## config.mk

```make
export PLATFORM = sky130hd
export DESIGN_NAME = pim_stream_loader
export DESIGN_NICKNAME = d
export VERILOG_FILES = /design/src/rtl/pim_stream_loader.sv
export SDC_FILE = /design/constraint.sdc
export NUM_CORES = 2
export LEC_CHECK = 0
export CAP_MARGIN = 30
export CELL_PAD_IN_SITES_DETAIL_PLACEMENT = 1
export CELL_PAD_IN_SITES_GLOBAL_PLACEMENT = 1
export CORE_AREA = 2 2 319 321
export DETAILED_ROUTE_END_ITERATION = 16
export DIE_AREA = 0 0 321 323
export GPL_TIMING_DRIVEN = 0
export HOLD_SLACK_MARGIN = 0.03
export PLACE_DENSITY_LB_ADDON = 0.1
export SLEW_MARGIN = 20
export SYNTH_ARGS = -nofsm -noshare
export SYNTH_HDL_FRONTEND = slang
export SYNTH_SLANG_ARGS = --single-unit
```

## constraint.sdc

```tcl
create_clock -name clk -period 13.05 [get_ports clk]
set_input_delay 2.61 -clock clk [delete_from_list [all_inputs] [get_ports clk]]
set_output_delay 2.61 -clock clk [all_outputs]
set_load 0.005 [all_outputs]
```

## src/rtl/pim_stream_loader.sv

```systemverilog
// Streams operands A then B into flat arrays for the PIM controller, pulses start,
// captures the result and drains it row-major; define PIM_LOADER_TIMEOUT_EN for the WAIT timeout.
module pim_stream_loader #(
  parameter int WIDTH          = 16,
  parameter int MATRIX_SIZE    = 4,
  parameter int TIMEOUT_CYCLES = 4096
) (
  input  logic             clk,
  input  logic             rst,
  input  logic             in_valid,
  output logic             in_ready,
  input  logic [WIDTH-1:0] in_data,
  output logic [WIDTH-1:0] matrix_A [MATRIX_SIZE*MATRIX_SIZE],
  output logic [WIDTH-1:0] matrix_B [MATRIX_SIZE*MATRIX_SIZE],
  output logic             start,
  input  logic [WIDTH-1:0] result   [MATRIX_SIZE*MATRIX_SIZE],
  input  logic             result_ready,
  output logic             out_valid,
  input  logic             out_ready,
  output logic [WIDTH-1:0] out_data,
  output logic             out_last,
  output logic             busy,
  output logic             err
);
  localparam int NN = MATRIX_SIZE * MATRIX_SIZE;
  localparam int CW = (NN > 1) ? $clog2(NN) : 1;
  localparam logic [CW-1:0] LAST = CW'(NN - 1);

  localparam logic [2:0] S_LOAD_A = 3'd0;
  localparam logic [2:0] S_LOAD_B = 3'd1;
  localparam logic [2:0] S_START  = 3'd2;
  localparam logic [2:0] S_WAIT   = 3'd3;
  localparam logic [2:0] S_DRAIN  = 3'd4;

  if (TIMEOUT_CYCLES < 1 || MATRIX_SIZE < 1) begin : g_bad_params
    $error("pim_stream_loader: TIMEOUT_CYCLES and MATRIX_SIZE must be positive");
  end

  logic [2:0]       state_q, state_d;
  logic [CW-1:0]    cnt_q, cnt_d, cnt_inc;
  logic [WIDTH-1:0] a_q   [NN];
  logic [WIDTH-1:0] b_q   [NN];
  logic [WIDTH-1:0] buf_q [NN];
  logic             out_valid_q, out_valid_d;
  logic             out_last_q, out_last_d;
  logic [WIDTH-1:0] out_data_q, out_data_d;
  logic             err_q, err_d;
  logic             in_xfer, out_xfer, capture, timeout;

  assign in_ready = (state_q == S_LOAD_A) || (state_q == S_LOAD_B);
  assign in_xfer  = in_valid && in_ready;
  assign out_xfer = out_valid_q && out_ready;
  assign capture  = (state_q == S_WAIT) && result_ready;
  assign cnt_inc  = (cnt_q == LAST) ? '0 : cnt_q + 1'b1;

`ifdef PIM_LOADER_TIMEOUT_EN
  localparam int TW = $clog2(TIMEOUT_CYCLES + 1);
  logic [TW-1:0] wait_q;

  // Counter idles at zero outside WAIT, so it is fresh on every WAIT entry.
  always_ff @(posedge clk) begin
    if (rst || state_q != S_WAIT) wait_q <= '0;
    else                          wait_q <= wait_q + 1'b1;
  end
  assign timeout = (state_q == S_WAIT) && !result_ready && (wait_q == TW'(TIMEOUT_CYCLES - 1));
`else
  assign timeout = 1'b0;
`endif

  always_comb begin
    state_d     = state_q;
    cnt_d       = cnt_q;
    out_valid_d = out_valid_q;
    out_data_d  = out_data_q;
    out_last_d  = out_last_q;
    err_d       = err_q;
    case (state_q)
      S_LOAD_A: if (in_xfer) begin
        cnt_d = cnt_inc;
        if (cnt_q == LAST) state_d = S_LOAD_B;
      end
      S_LOAD_B: if (in_xfer) begin
        cnt_d = cnt_inc;
        if (cnt_q == LAST) state_d = S_START;
      end
      S_START: state_d = S_WAIT;
      S_WAIT: begin
        if (capture) begin
          state_d     = S_DRAIN;
          cnt_d       = '0;
          out_valid_d = 1'b1;
          out_data_d  = result[0];
          out_last_d  = (NN == 1);
        end else if (timeout) begin
          state_d     = S_DRAIN;
          cnt_d       = '0;
          out_valid_d = 1'b1;
          out_data_d  = '0;
          out_last_d  = (NN == 1);
          err_d       = 1'b1;
        end
      end
      S_DRAIN: if (out_xfer) begin
        if (out_last_q) begin
          state_d     = S_LOAD_A;
          cnt_d       = '0;
          out_valid_d = 1'b0;
          out_last_d  = 1'b0;
        end else begin
          cnt_d      = cnt_inc;
          out_data_d = buf_q[cnt_inc];
          out_last_d = (cnt_inc == LAST);
        end
      end
      default: state_d = S_LOAD_A;
    endcase
  end

  always_ff @(posedge clk) begin
    if (rst) begin
      state_q     <= S_LOAD_A;
      cnt_q       <= '0;
      out_valid_q <= 1'b0;
      out_data_q  <= '0;
      out_last_q  <= 1'b0;
      err_q       <= 1'b0;
      for (int i = 0; i < NN; i++) begin
        a_q[i]   <= '0;
        b_q[i]   <= '0;
        buf_q[i] <= '0;
      end
    end else begin
      state_q     <= state_d;
      cnt_q       <= cnt_d;
      out_valid_q <= out_valid_d;
      out_data_q  <= out_data_d;
      out_last_q  <= out_last_d;
      err_q       <= err_d;
      if (in_xfer && state_q == S_LOAD_A) a_q[cnt_q] <= in_data;
      if (in_xfer && state_q == S_LOAD_B) b_q[cnt_q] <= in_data;
      for (int i = 0; i < NN; i++) begin
        if (capture)      buf_q[i] <= result[i];
        else if (timeout) buf_q[i] <= '0;
      end
    end
  end

  assign matrix_A  = a_q;
  assign matrix_B  = b_q;
  assign start     = (state_q == S_START);
  assign out_valid = out_valid_q;
  assign out_data  = out_data_q;
  assign out_last  = out_last_q;
  assign busy      = !((state_q == S_LOAD_A) && (cnt_q == '0));
  assign err       = err_q;
endmodule

```

==> flow_metrics.env <==
export IMPL_layout_worst_path_cycle_share_pct=42.08
export IMPL_numCtsBuffers=91
export IMPL_cellInternalPower_mw=4.333
export IMPL_final_cells=5577
export IMPL_p_per_area_mw_per_mm2=132.1
export IMPL_post_cts_resize_count=0
export IMPL_netlist_area_mm2=0.03080
export IMPL_worstPathRequired_ns=10.44
export IMPL_top_layer="met5"
export IMPL_rr_worst_depth=10
export IMPL_pre_cts_slack_ns=7.180
export IMPL_cp_start_kind="flop"
export IMPL_core_mm2=0.1007
export IMPL_postCtsSetupBuffers=0
export IMPL_ys_ff_latch=793
export IMPL_ys_warn_count=0
export IMPL_hold_viol_final=0
export IMPL_routed_wl_um=147300
export IMPL_hp_start="matrix_A[127]"
export IMPL_cts_tree="done"
export IMPL_antenna_left=0
export IMPL_fin_skew_ns=0.03242
export IMPL_holdWs_ns=0.4523
export IMPL_critical_path_max_fanout=10
export IMPL_slew_headroom_pct=31.14
export IMPL_swShare_pct=25.28
export IMPL_dp_hpwl_um=112700
export IMPL_path_class="reg -> out"
export IMPL_seq_area_mm2=0.01844
export IMPL_final_net_count=4467
export IMPL_end_kind="primary output"
export IMPL_fillerInstances=11390
export IMPL_met1_length_um=62330
export IMPL_slew_violations=0
export IMPL_worst_setup_path_endpoint="busy"
export IMPL_grt_usage_pct=27.68
export IMPL_cts_root_buf="clkbuf_16"
export IMPL_place_area_mm2=0.04088
export IMPL_rows=117
export IMPL_netlist_top_cells_area="dfxtp_1 (35%), edfxtp_1 (25%), nand2_1 (13%)"
export IMPL_setup_viol=0
export IMPL_grt_pass1_vias=27730
export IMPL_r2r_end="out_data[3]"
export IMPL_clk_latency_ns=0.68
export IMPL_clock_sinks=793
export IMPL_vias=27650
export IMPL_worstSetupStartpoint="cnt_q[0]"
export IMPL_yosys_area_top_type="dfxtp_1"
export IMPL_power_frac_clock_pct=44.6
export IMPL_rsz0062_at_grt="no"
export IMPL_cts_buffer_depth=3
export IMPL_grt_pass1_wl_um=205400
export IMPL_firstDrtPassIters=5
export IMPL_dieArea_mm2=0.1037
export IMPL_synthFlopType="dfxtp_1"
export IMPL_r2r_start="cnt_q[0]"
export IMPL_grt_max_degree=57
export IMPL_antenna_found_initial=24
export IMPL_layout_drive_gt1_share_pct=6.513
export IMPL_wl_per_cell_um=26.42
export IMPL_rrSetupSlack_ns=8.89
export IMPL_avgSynthCellArea_um2=9.454
export IMPL_period_needed_ns=5.491
export IMPL_syn_nets=3540
export IMPL_synthArstFlopShare_pct=0
export IMPL_power_leakage_nw=14.79
export IMPL_cts_clk_slew_worst_paths_ns=0.06
export IMPL_gp_congestion=0.8486
export IMPL_status="completed"
export IMPL_ys_seq_area_share_pct=59.86
export IMPL_worstMarginPinSlew_ns=1.029
export IMPL_postCtsHoldBufs=0
export IMPL_ys_types=68
export IMPL_final_area_mm2=0.04390
export IMPL_p_switching_mw=1.466
export IMPL_wl_met2_um=71880
export IMPL_h_tree_depth=3
export IMPL_start_util_pct=30.58
export IMPL_synth_edf_count=256
export IMPL_syn_to_final_growth_pct=42.54
export IMPL_wl_met3_um=8156
export IMPL_hold_class="reg -> reg"
export IMPL_multi_input_area_mm2=0.01127
export IMPL_drcViolationCount=0
export IMPL_drt_iter0_markers=1983
export IMPL_cap_violations=0
export IMPL_ys_top_cells_by_count="nand2_1 (1101), a21oi_1 (538), dfxtp_1 (537)"
export IMPL_portBuffers=808
export IMPL_pwr_share_comb_pct=10.1
export IMPL_ioPinCount=811
export IMPL_gr_total_overflow=0
export IMPL_cp_arrival_ns=2.88
export IMPL_die_h_um=323
export IMPL_syn_instance_count=3258
export IMPL_synth_top_cell_area_share_pct=34.90
export IMPL_layout_setup_ws_ns=7.559
export IMPL_via_per_inst=4.957
export IMPL_fmax_mhz=182.1
export IMPL_sequentialPowerShare_pct=45.3
export IMPL_die_x_um=321
export IMPL_place_inst=5397
export IMPL_synth_most_common_cell="nand2_1"
export IMPL_vdd_ir_drop_worst_mv=0.08086
-- cells by family after synthesis --
kind of cell / after synthesis / share of synthesized area, %
other: 1 / 0.01218
AOI/OAI and AO/OA: 635 / 11.02
and+or+nand+nor: 1503 / 21.23
buffers and inverters: 257 / 3.603
adders and majority gates: 5 / 0.2031
xor gates and xnor gates: 2 / 0.08126
DFF: 793 / 59.86
muxes: 62 / 3.985
-- cells in the final DEF, fill, tap and decap left out, types with 6 or more instances in the layout --
| cell | count |
|---|---|
| mux2i_1 | 12 |
| clkinv_1 | 6 |
| clkbuf_16 | 95 |
| and3_1 | 11 |
| a211oi_1 | 8 |
| buf_4 | 6 |
| edfxtp_1 | 256 |
| nor2_1 | 50 |
| clkbuf_8 | 12 |
| diode_2 | 15 |
| clkdlybuf4s50_1 | 808 |
| buf_2 | 45 |
| buf_6 | 20 |
| dfxtp_1 | 537 |
| mux4_2 | 35 |
| mux4_1 | 10 |
| a31oi_1 | 8 |
| buf_1 | 7 |
| and2_1 | 167 |
| nor2b_1 | 109 |
| clkinv_2 | 14 |
| o22ai_1 | 6 |
| nand2b_1 | 7 |
| o21ai_0 | 23 |
| a21oi_1 | 538 |
| nand2_1 | 1101 |
| nor3_2 | 7 |
| clkbuf_1 | 205 |
| nand3_1 | 23 |
-- final cells by class --
| class | count | area share [%] |
|---|---|---|
| clock buffer | 129 | 5.988 |
| sequential | 793 | 42.00 |
| tap | 1309 | 3.731 |
| inverter | 5 | 0.04275 |
| multi-input combinational | 2208 | 25.66 |
| buffer | 252 | 2.497 |
| timing repair buffer | 834 | 19.29 |
| antenna | 15 | 0.08550 |
| clock inverter | 32 | 0.7153 |
-- registers in the layout (all words and copies together), names as in the netlist --
register,cells
out_data,16
out_last,1
matrix_A,256
state_q,3
cnt_q,4
matrix_B,256
out_valid,1
buf_q,256
-- power by group through the flow --
stage               Sequential, mW  Combinational, mW  Clock [mW]
finish                        2.63              0.587        2.59
CTS                           2.63              0.587        2.63
detailed placement            2.68              0.585           0
global route                  2.63              0.617        2.72
global placement              2.69              0.569           0
floorplan                     2.68              0.242           0
-- metal layers --
| layer | vias to the layer above | global-route usage (%) |
|---|---|---|
| met5 | - | 0 |
| met4 | 10 | 9.875 |
| met3 | 201 | 5.078 |
| met2 | 901 | 47.46 |
| met1 | 13750 | 34.84 |
| li1 | 12790 | - |
-- worst min-delay path by stage --
stage | endpoint | cells after the start
floorplan | out_data[6] | 2
global placement | out_data[12] | 1
detailed placement | out_data[12] | 1
CTS | matrix_B[139] | 2
global route | matrix_B[87] | 2
finish | matrix_A[127] | 2
-- worst max-delay path, cell delays in order, from the launching register on --
cell             delay [ns]
dfxtp_1                0.35
buf_2                  0.31
inv_1                  0.33
ha_1                   0.38
nand3_1                0.13
clkdlybuf4s50_1        0.68
-- stage by stage --
stage	total power [mW]	utilization, %	TNS [ns]
after detailed placement	3.264	40.59	0
final	5.799	43.59	0
after global routing	5.968	43.59	0
after global placement	3.263	40.24	-52.41
after floorplan	2.925	-	0
after CTS	5.839	43.52	0
No activity file was read; power rests on OpenSTA's default activity.
